## src/rtl/mac_result_requant_drain.sv

```systemverilog
// Requantizes a finished MAC accumulator word into 1/2/4 signed 8-bit lanes
// and streams them out, one lane per beat, through a small valid/ready FIFO.
module mac_result_requant_drain #(
  parameter int ACC_W = 56,
  parameter int OUT_W = 8,
  parameter int DEPTH = 4
) (
  input  logic             clk,
  input  logic             rstn,
  input  logic             acc_valid,
  output logic             acc_ready,
  input  logic [ACC_W-1:0] acc_data,
  input  logic [1:0]       prec_level,
  input  logic [5:0]       shamt,
  output logic             out_valid,
  input  logic             out_ready,
  output logic [OUT_W-1:0] out_data,
  output logic [1:0]       out_lane,
  output logic             out_last,
  output logic             out_sat,
  output logic             err
);

  localparam int PW = $clog2(DEPTH);
  localparam int CW = PW + 1;
  localparam int EW = OUT_W + 4;
  localparam logic signed [56:0] SAT_MAX = 57'(2 ** (OUT_W - 1) - 1);
  localparam logic signed [56:0] SAT_MIN = 57'(-(2 ** (OUT_W - 1)));

  typedef enum logic {IDLE, DRAIN} state_t;

  state_t state, state_nxt;
  logic              alive;
  logic              accept, push, pop, full;
  logic [ACC_W-1:0]  acc_q;
  logic [1:0]        prec_q;
  logic [5:0]        sh_q;
  logic [1:0]        cnt;
  logic              lane_last, q_sat;
  logic [OUT_W-1:0]  q_data;
  logic signed [56:0] x, rnd, sum, v;
  logic [27:0]       half;
  logic [13:0]       quarter;

  logic [EW-1:0]     mem [DEPTH];
  logic [PW-1:0]     wr_ptr, rd_ptr;
  logic [CW-1:0]     count;
  logic [EW-1:0]     head;

  // alive keeps acc_ready low during reset and until the first edge after release
  always_ff @(posedge clk or negedge rstn) begin
    if (!rstn) begin
      state <= IDLE;
      alive <= 1'b0;
    end else begin
      state <= state_nxt;
      alive <= 1'b1;
    end
  end

  always_comb begin
    state_nxt = state;
    acc_ready = 1'b0;
    accept    = 1'b0;
    push      = 1'b0;
    case (state)
      IDLE: begin
        acc_ready = alive;
        accept    = acc_valid & alive;
        if (accept && prec_level != 2'b11) state_nxt = DRAIN;
      end
      DRAIN: begin
        push = ~full;
        if (push && lane_last) state_nxt = IDLE;
      end
      default: state_nxt = IDLE;
    endcase
  end

  always_ff @(posedge clk or negedge rstn) begin
    if (!rstn) begin
      acc_q  <= '0;
      prec_q <= '0;
      sh_q   <= '0;
      cnt    <= '0;
      err    <= 1'b0;
    end else begin
      err <= accept && (prec_level == 2'b11);
      if (accept) begin
        acc_q  <= acc_data;
        prec_q <= prec_level;
        sh_q   <= (shamt > 6'd55) ? 6'd55 : shamt;
        cnt    <= '0;
      end else if (push) begin
        cnt <= cnt + 2'd1;
      end
    end
  end

  // Lane select, sign-extend to 57 bits, round-half-up shift, saturate.
  always_comb begin
    half    = cnt[0] ? acc_q[55:28] : acc_q[27:0];
    quarter = acc_q[13:0];
    case (cnt)
      2'd1:    quarter = acc_q[27:14];
      2'd2:    quarter = acc_q[41:28];
      2'd3:    quarter = acc_q[55:42];
      default: quarter = acc_q[13:0];
    endcase
    case (prec_q)
      2'b00: begin
        x         = {acc_q[55], acc_q[55:0]};
        lane_last = 1'b1;
      end
      2'b01: begin
        x         = {{29{half[27]}}, half};
        lane_last = (cnt == 2'd1);
      end
      default: begin
        x         = {{43{quarter[13]}}, quarter};
        lane_last = (cnt == 2'd3);
      end
    endcase
    rnd = (sh_q == '0) ? '0 : (57'(1) << (sh_q - 6'd1));
    sum = x + rnd;
    v   = sum >>> sh_q;
    if (v > SAT_MAX) begin
      q_data = SAT_MAX[OUT_W-1:0];
      q_sat  = 1'b1;
    end else if (v < SAT_MIN) begin
      q_data = SAT_MIN[OUT_W-1:0];
      q_sat  = 1'b1;
    end else begin
      q_data = v[OUT_W-1:0];
      q_sat  = 1'b0;
    end
  end

  assign full = (count == CW'(DEPTH));
  assign pop  = (count != '0) & out_ready;

  always_ff @(posedge clk or negedge rstn) begin
    if (!rstn) begin
      wr_ptr <= '0;
      rd_ptr <= '0;
      count  <= '0;
    end else begin
      if (push) wr_ptr <= wr_ptr + 1'b1;
      if (pop)  rd_ptr <= rd_ptr + 1'b1;
      case ({push, pop})
        2'b10:   count <= count + 1'b1;
        2'b01:   count <= count - 1'b1;
        default: count <= count;
      endcase
    end
  end

  always_ff @(posedge clk) begin
    if (push) mem[wr_ptr] <= {q_data, cnt, lane_last, q_sat};
  end

  // Head fields are forced to zero while empty so reset/empty outputs read 0.
  assign head      = mem[rd_ptr];
  assign out_valid = (count != '0);
  assign {out_data, out_lane, out_last, out_sat} = out_valid ? head : '0;

endmodule
```

## config.mk

```make
export PLATFORM = sky130hd
export DESIGN_NAME = mac_result_requant_drain
export DESIGN_NICKNAME = d
export VERILOG_FILES = /design/src/rtl/mac_result_requant_drain.sv
export SDC_FILE = /design/constraint.sdc
export NUM_CORES = 1
export LEC_CHECK = 0
export CAP_MARGIN = 20
export CORE_MARGIN = 2
export CORE_UTILIZATION = 24
export DETAILED_ROUTE_END_ITERATION = 10
export GPL_TIMING_DRIVEN = 0
export HOLD_SLACK_MARGIN = 0.08
export PLACE_DENSITY = 0.46
export SYNTH_ARGS = -nofsm -noshare
export SYNTH_HDL_FRONTEND = slang
export SYNTH_SLANG_ARGS = --single-unit
```

## constraint.sdc

```tcl
create_clock -name clk -period 7.1 [get_ports clk]
set_input_delay 1.42 -clock clk [delete_from_list [all_inputs] [get_ports clk]]
set_output_delay 1.42 -clock clk [all_outputs]
set_load 0.05 [all_outputs]
```

==> results.sh, run 1 <==
export IMPL_timing_setup_tns_ps=0
export IMPL_drt_wl_total_um=111700
export IMPL_number_of_antenna_violations_at_the_first_check_in_global_routing=0
export IMPL_worstSetupEndpointType="flop"
export IMPL_slew_headroom_pct=19.90
export IMPL_reg2reg_depth=24
export IMPL_yosysUniqueCellTypes=117
export IMPL_drt_wirelength_per_cell_um=30.61
export IMPL_non_filler_instance_count_after_layout=3647
export IMPL_route_detailed_drc=0
export IMPL_cts_root_to_sink_buffers=2
export IMPL_final_hold_violation_count=0
export IMPL_result_of_the_run="completed"
export IMPL_worstHoldPathCells=2
export IMPL_worst_slew_pin_slew_ps=1202
export IMPL_gr_usage_all_layers_pct=28.21
export IMPL_floorplan_die_width_um=276.5
export IMPL_drive_above_1_share_pct=24.41
export IMPL_grt_start_max_net_pins=57
export IMPL_startpoint_type_of_the_worst_setup_path="flop"
export IMPL_final_max_slew_violation_count=0
export IMPL_postSynthNetCount=2600
export IMPL_gpl_final_weighted_congestion=1.025
export IMPL_grt_overflow_total=0
export IMPL_rows=99
export IMPL_dp_final_hpwl_um=90870
export IMPL_clock_skew_final_ps=12.93
export IMPL_timing_critical_path_arrival_ps=7360
export IMPL_buffer_ports_inserted=82
export IMPL_detail_route_antenna_nets=0
export IMPL_synth_avg_cell_area_sq_um=7.232
export IMPL_area_growth_syn_to_layout_pct=32.24
export IMPL_final_common_cell="nand2_1"
export IMPL_synth_sequential_area_ratio_pct=18.75
export IMPL_critical_path_cell_by_cell="buf_2, buf_2, nor2_4, clkbuf_8, nand2_1, nor2_1, ha_1, o211ai_1, buf_4, a21oi_4, o211ai_4, buf_12, a211oi_4, nor4_2, or4_4, nand3_1, o32ai_1, or3_4, nand3_1, nand2_1, a2111o_1, or4_4, o21ai_4, a21o_1"
export IMPL_insertion_delay_ps=450
export IMPL_grt_first_pass_wirelength_um=158400
export IMPL_synth_async_reset_ratio_pct=61.29
export IMPL_initial_core_util_pct=24.35
export IMPL_min_period_over_period_pct=99.66
export IMPL_crit_type="flop to flop"
export IMPL_crit_path_top_delay_cell="or4_4"
export IMPL_dominantRegCellSynth="dfrtp_1"
export IMPL_die_h_um=276.5
export IMPL_cts_sinks=124
export IMPL_grt_pass1_vias=21710
export IMPL_root_buffer="clkbuf_16"
export IMPL_final_setup_viol_count=0
export IMPL_postSynthRegisterBits=124
export IMPL_cts_hold_repair_buffers=0
export IMPL_vias_per_cell=6.157
export IMPL_layout_common_cells="nand2_1, nor2_1, a21oi_1"
export IMPL_placedCellCount=3510
export IMPL_numCtsBuffers=17
export IMPL_netlist_instances=2465
export IMPL_path_clk_slew_ps=60
export IMPL_route_vias_total=22450
export IMPL_count_of_flip_flops_with_a_built_in_enable_after_synthesis=48
export IMPL_cp_data_required_time_ps=7380
export IMPL_core_region_area_sq_um=73210
export IMPL_hold_class="flop to flop"
export IMPL_nets=2809
export IMPL_maxCapViolCount=0
export IMPL_synth_cell_area_sq_um=17830
export IMPL_finalCriticalPeriod_ps=7076
export IMPL_tritoncts="done"
export IMPL_critical_path_max_fanout=10
export IMPL_achievable_frequency_mhz=141.3
export IMPL_die_area_sq_um=76470
export IMPL_boundaryPins=83
export IMPL_detail_route_iter0_violations=2665
export IMPL_cp_slowest_stage_delay_ps=590
export IMPL_filler_cell_count=7925
export IMPL_first_pass_iters=8
export IMPL_ctsHtreeMaxLevel=4
export IMPL_synth_warnings=0
-- metrics by stage --
stage	hold WS (ps)	utilization [%]	worst slack, ps	cell area, sq um
after detailed placement	469.2	27.20	-3022	19910
final	482.5	32.20	24.27	23570
after floorplan	446.0	-	611.8	17830
after global placement	468.6	27.11	-3363	19850
after global routing	515.9	32.20	-29.55	23570
after CTS	485.3	30.32	5.607	22190
-- final timing paths --
check	start	to	slack, ps
worst min register to register	acc_q[0]	acc_q[0]	480
worst max-delay path	sh_q[3]	mem[2][10]	20
worst max register to register	sh_q[3]	mem[2][10]	20
max in group asynchronous	rstn	sh_q[2]	5570
min in group asynchronous	rstn	acc_q[38]	850
worst min-delay path	acc_q[0]	acc_q[0]	480
-- what timing repair did --
action                                  4_1_cts  5_1_grt
pin swaps                                    46       65
gates resized for setup                     336      268
endpoints found under the setup margin       32       32
setup buffers                                59       54
-- cell families after synthesis --
logic type / count (synthesis) / share of synthesized area (%)
AND/OR/NAND/NOR: 1091 / 29.49
AO/OA/AOI/OAI: 834 / 33.53
buffers and inverters: 231 / 5.489
flip-flops: 124 / 18.75
multiplexers: 75 / 5.826
adder cells (fa/ha/maj): 67 / 4.787
XOR/XNOR: 42 / 2.106
other: 1 / 0.02104
-- per-layer routing --
layer / GRT usage (%) / share of wire [%] / vias to the layer above
li1: - / - / 9852
met1: 35.58 / 40 / 10910
met2: 44.99 / 44 / 1285
met3: 4.605 / 7.7 / 404
met4: 17.40 / 7.5 / 0
met5: 0 / 0 / -
-- state kept, by name, summed over array words and instances, names as in the netlist --
name and flops:
count 3, cnt 2, state 1, wr_ptr 2, err 1, alive 1
acc_q 56, rd_ptr 2, prec_q 2, mem 48, sh_q 6
-- synth_stat cells (all sizes together), types with 48 or more instances --
master  count  area, sq um
nand4      71        480.5
buf        79        407.9
dfrtp      76         1902
edfxtp     48         1441
clkbuf    117        439.2
o21ai     142        729.5
a21oi     191         1020
ha         65        813.3
a211oi     56        430.4
nor3       98        500.5
nand2     395         1485
nor2      249        937.2
nand3      52        265.3
-- critical path: cells and delay by family, from the launching register on --
family / cells / cell delay [ps]
adders and majority gates: 1 / 440
and+or+nand+nor: 10 / 2540
buffers and inverters: 5 / 1330
AOI/OAI and AO/OA: 8 / 1980
DFF: 1 / 570
-- final cells by class --
type | count | area, sq um | area share, %
sequential | 124 | 3356 | 14.24
inverter | 35 | 155.1 | 0.6582
timing repair buffer | 199 | 1814 | 7.696
antenna | 1 | 2.502 | 0.01062
clock buffer | 18 | 429.2 | 1.821
buffer | 187 | 1046 | 4.437
tap | 959 | 1200 | 5.090
multi-input combinational | 2110 | 15420 | 65.44
clock inverter | 14 | 145.1 | 0.6157
Power of run 1 is left out: the tool's default activity adds up to more than one toggle a clock period on the data nets, which glitch-free logic cannot reach.
==> run 2: changes to the inputs <==
--- a/config.mk
+++ b/config.mk
@@ -12,6 +12,7 @@
 export GPL_TIMING_DRIVEN = 0
 export HOLD_SLACK_MARGIN = 0.08
 export PLACE_DENSITY = 0.46
+export REMOVE_ABC_BUFFERS = 1
 export SYNTH_ARGS = -nofsm -noshare
 export SYNTH_HDL_FRONTEND = slang
 export SYNTH_SLANG_ARGS = --single-unit
==> results.sh, run 2 (synthesis gave the netlist of run 1 again) <==
export IMPL_global_route_usage_met2_pct=37.87
export IMPL_placedCellCount=3336
export IMPL_final_max_slew_violation_count=0
export IMPL_reg2reg_depth=27
export IMPL_cts_sinks=124
export IMPL_boundaryPins=83
export IMPL_detail_route_iter0_violations=2502
export IMPL_critical_path_max_fanout=9
export IMPL_max_flop_register="acc_q"
export IMPL_route_detailed_drc=0
export IMPL_drt_wl_total_um=97390
export IMPL_dp_worst_setup_slack_ps=-2714
export IMPL_dp_final_hpwl_um=74140
export IMPL_tritoncts="done"
export IMPL_result_of_the_run="completed"
export IMPL_non_filler_instance_count_after_layout=3470
export IMPL_die_h_um=276.5
export IMPL_insertion_delay_ps=440
export IMPL_area_growth_syn_to_layout_pct=28.29
export IMPL_maxCapViolCount=0
export IMPL_worst_slew_pin_slew_ps=1043
export IMPL_largest_register_ff_count=56
export IMPL_buffer_ports_inserted=82
export IMPL_ctsHtreeMaxLevel=4
export IMPL_floorplan_die_width_um=276.5
export IMPL_path_clk_slew_ps=60
export IMPL_achievable_frequency_mhz=142.0
export IMPL_fin_util_pct=31.24
export IMPL_slew_headroom_pct=30.18
export IMPL_worstReg2RegStart="cnt[0]"
export IMPL_numCtsBuffers=17
export IMPL_first_pass_iters=5
export IMPL_final_common_cell="nand2_1"
export IMPL_rows=99
export IMPL_cts_root_to_sink_buffers=2
export IMPL_grt_overflow_total=0
export IMPL_finalCriticalPeriod_ps=7041
export IMPL_dpl_instance_area_sq_um=19550
export IMPL_drive_above_1_share_pct=22.11
export IMPL_initial_core_util_pct=24.35
export IMPL_route_vias_total=21630
export IMPL_vias_per_cell=6.233
export IMPL_number_of_antenna_violations_at_the_first_check_in_global_routing=1
export IMPL_postLayoutSetupSlackWorst_ps=58.81
export IMPL_highest_utilization_routing_layer_at_the_global_route_stage="met2"
export IMPL_reg2reg_setup_slack_ps=60
export IMPL_root_buffer="clkbuf_16"
export IMPL_worstHoldPathCells=2
export IMPL_cp_data_required_time_ps=7270
export IMPL_clock_skew_final_ps=11.33
export IMPL_globalRouteMet1Util_pct=32.36
export IMPL_final_setup_viol_count=0
export IMPL_final_hold_violation_count=0
export IMPL_timing_critical_path_arrival_ps=7210
export IMPL_crit_type="flop to flop"
export IMPL_layout_common_cells="nand2_1, nor2_1, a21oi_1"
export IMPL_layout_top_registers="acc_q x56, mem x48, sh_q x6"
export IMPL_drt_wirelength_per_cell_um=28.07
export IMPL_detail_route_antenna_nets=0
export IMPL_grt_pass1_vias=20540
export IMPL_min_from="acc_q[2]"
export IMPL_gpl_final_weighted_congestion=0.9711
export IMPL_final_design_area_no_fill_sq_um=22870
export IMPL_die_area_sq_um=76470
export IMPL_filler_cell_count=7726
export IMPL_core_region_area_sq_um=73210
export IMPL_grt_use_met3_pct=3.955
export IMPL_setup_worst_path_start="cnt[0]"
export IMPL_grt_first_pass_wirelength_um=140000
export IMPL_hold_class="flop to flop"
export IMPL_gr_usage_all_layers_pct=24.21
export IMPL_worstSetupEndpointType="flop"
export IMPL_nets=2632
export IMPL_min_period_over_period_pct=99.17
export IMPL_grt_start_max_net_pins=73
export IMPL_startpoint_type_of_the_worst_setup_path="flop"
==> run 2: changes by cell type in the layout (fill, tap and decap cells not counted), sizes merged <==
cell      delta
clkinv       -1
bufinv       -1
and2         +1
inv          +2
clkbuf      -97
clkinvlp     -3
buf         -78
==> run 2: final cells by class <==
type	instances	area, sq um	share of cell area [%]
antenna	1	2.502	0.01094
sequential	124	3371	14.74
clock buffer	21	471.7	2.063
timing repair buffer	208	2175	9.509
multi-input combinational	2111	15380	67.27
clock inverter	11	108.9	0.4760
tap	959	1200	5.247
inverter	35	156.4	0.6839
==> run 2: final timing paths <==
kind	endpoint
setup reg to reg	mem[1][9]
max in group asynchronous	sh_q[1]
hold reg to reg	acc_q[2]
min in group asynchronous	acc_q[36]
hold / removal	acc_q[2]
setup / recovery	mem[1][9]
==> run 2: through the flow <==
stage / hold slack, ps / TNS, ps
floorplan: 446.0 / -38450
global placement: 471.9 / -270100
detailed placement: 467.9 / -85660
CTS: 482.8 / 0
global route: 503.4 / -943.4
finish: 479.0 / 0
==> run 2: critical path: stages (launching register included) <==
cell	delay (ps)
dfrtp_4	500
inv_1	110
ha_1	250
inv_2	120
nand2_4	120
buf_8	210
nand2_4	120
o22ai_1	120
nor2_4	270
ha_4	190
inv_1	50
fa_1	390
nand2b_2	240
a21o_4	260
a2111oi_4	450
o21ai_4	180
a211oi_2	330
o21ai_0	290
mux2i_2	280
buf_4	200
nor2_1	90
o31a_1	400
o21a_1	230
a311o_1	330
nor4_2	300
and4bb_2	320
a31oi_4	140
o21a_1	260
==> run 2: what timing repair did <==
action,4_1_cts,5_1_grt
hold buffers,0,0
gates cloned,0,1
pin swaps,26,53
endpoints found under the hold margin,0,0
gates resized for setup,223,203
endpoints found under the setup margin,32,32
buffers inserted,51,49
==> run 2: metal layers <==
metal,share of wire [%],vias to the layer above
met5,0.013,-
met4,5.4,2
met3,7.4,243
met2,44,1162
met1,43,10730
li1,-,9494
Power of run 2 is left out for the same reason.
==> variant, RTL diff (config.mk and constraints of run 2) <==
The parameter `DEPTH` goes from 4 to 8.
--- a/src/rtl/mac_result_requant_drain.sv
+++ b/src/rtl/mac_result_requant_drain.sv
@@ -5,3 +5,3 @@
   parameter int OUT_W = 8,
-  parameter int DEPTH = 4
+  parameter int DEPTH = 8
 ) (
Formal check against the unedited RTL: not equivalent (Yosys sat finds a counterexample within 10 cycles, from zero or initial values and one cycle with rstn low).
==> variant against run 2 <==
Global-route usage down 2.5 points. Critical path depth down 2. Die area up 6.8%. Via count down 1.3%. Final area up 8.4%. Worst setup slack better by 0.032 ns. Wire length down 4.9%. Synthesized area up 6.9%. Sequential cell count up 51. Largest cell class unchanged.
Power is not shown: default switching activity piles up to over one toggle a cycle in this logic, so the estimate is an artifact.
==> variant: results (changes against run 2) <==
[outcome]
status=finished clean  ; unchanged

[clock_network]
insertion_delay_ns=0.46  ; was 0.44 ns
clk_pin_slew_worst_paths_ns=0.08  ; was 0.06 ns
cts_setup_buffers=39  ; was 51
cts_resized=270  ; was 223
root_buffer=clkbuf_16  ; unchanged

[worst_setup_path]
reg2reg_slack_ns=0.09  ; was 0.06 ns
cp.arrival_ns=7.19  ; was 7.21 ns
crit_path_max_incr_delay_ns=0.55  ; was 0.50 ns
crit_path_top_delay_cell=a222oi_1  ; was dfrtp_4
setup.worst_path.start=cnt[1]  ; was cnt[0]
r2r.worst_path.cells=25  ; was 27
critical_path.endpoint=mem[3][4]  ; was mem[1][9]

[place]
dp_cells=3431  ; was 3336
io_buffers=82  ; unchanged
placed_area_um2=21200  ; was 19500 µm²
post-place-ws_ns=-2.71  ; about the same
hpwl_mm=70.7  ; was 74.1 mm

[sta]
max_freq_mhz=143  ; was 142 MHz
worst_slew_pin_slew_ns=1.07  ; was 1.04 ns
hold_slack_ns=0.487  ; was 0.479 ns
fin_worst_skew_ns=0.0165  ; was 0.0113 ns

[global_route]
use_met3_pct=3.23  ; was 3.95%
antenna_found_initial=2  ; was 1
use_met1_pct=29.1  ; was 32.4%
grt_first_pass_wirelength_mm=134  ; was 140 mm
grt_pass1_vias=20100  ; was 20500
grt_usage_pct=21.7  ; was 24.2%
grt_max_degree=80  ; was 73
grt_util_met2_pct=34.0  ; was 37.9%

[yosys]
netlist_top_cells_count=nand2_1 (394), nor2_1 (245), a21oi_1 (177), clkbuf_1 (117), nor3_1 (103)  ; was nand2_1 (394), nor2_1 (248), a21oi_1 (174), clkbuf_1 (117), o21ai_0 (112)
synth_area_leaders=edfxtp_1 (15%), dfrtp_1 (10%), nand2_1 (7.8%)  ; was dfrtp_1 (11%), nand2_1 (8.3%), edfxtp_1 (8.1%)
synth_edf_count=96  ; was 48
avgSynthCellArea_um2=7.79  ; was 7.23 µm²
async_flop_share_pct=45.1  ; was 61.3%
yosysUniqueCellTypes=121  ; was 117

[cells_and_area]
fill_cells=8354  ; was 7726
stdcell_count=3559  ; was 3470
diodes=0  ; was 1
top_regs=mem x96, acc_q x56, sh_q x6  ; was acc_q x56, mem x48, sh_q x6

[worst_hold_path]
min_to=acc_q[8]  ; was acc_q[2]
min_from=acc_q[8]  ; was acc_q[2]

[drt]
drt_wl_total_mm=92.7  ; was 97.4 mm
wl_met3_mm=6.10  ; was 7.20 mm
drt_first_iter_violations=2483  ; was 2502
dr_wl_met2_mm=41.2  ; was 43.0 mm
drt-met1-wl_mm=40.0  ; was 41.9 mm
vias=21300  ; was 21600
firstDrtPassIters=6  ; was 5

-- variant: cell count changes after synthesis, sizes merged, moves of 12 or more --
cell	before	now
a211oi	56	70
a21o	29	45
and2	37	13
and4	24	9
edfxtp	48	96
mux2i	43	56
mux4	22	35
nand4	71	57
nor4	30	18
o21a	34	15
o21ai	142	126
o31ai	30	17
-- variant: cell families after synthesis --
family / count (synthesis) / synth area share (%)
simple gates: 1040 / 25.4
compound gates: 784 / 29.3
fa+ha+maj: 67 / 4.48
buf+inv: 223 / 4.97
other cells: 1 / 0.0197
flops: 175 / 25.5
xor+xnor: 48 / 2.21
mux: 108 / 8.10
-- variant: final cells by class --
type,count,share of cell area [%]
flip-flops and latches,175,19.7
repair buffers,217,9.62
clock buffers,18,1.73
inverters,37,0.651
clock inverters,14,0.707
multi-input cells,2048,62.3
well taps,1050,5.30
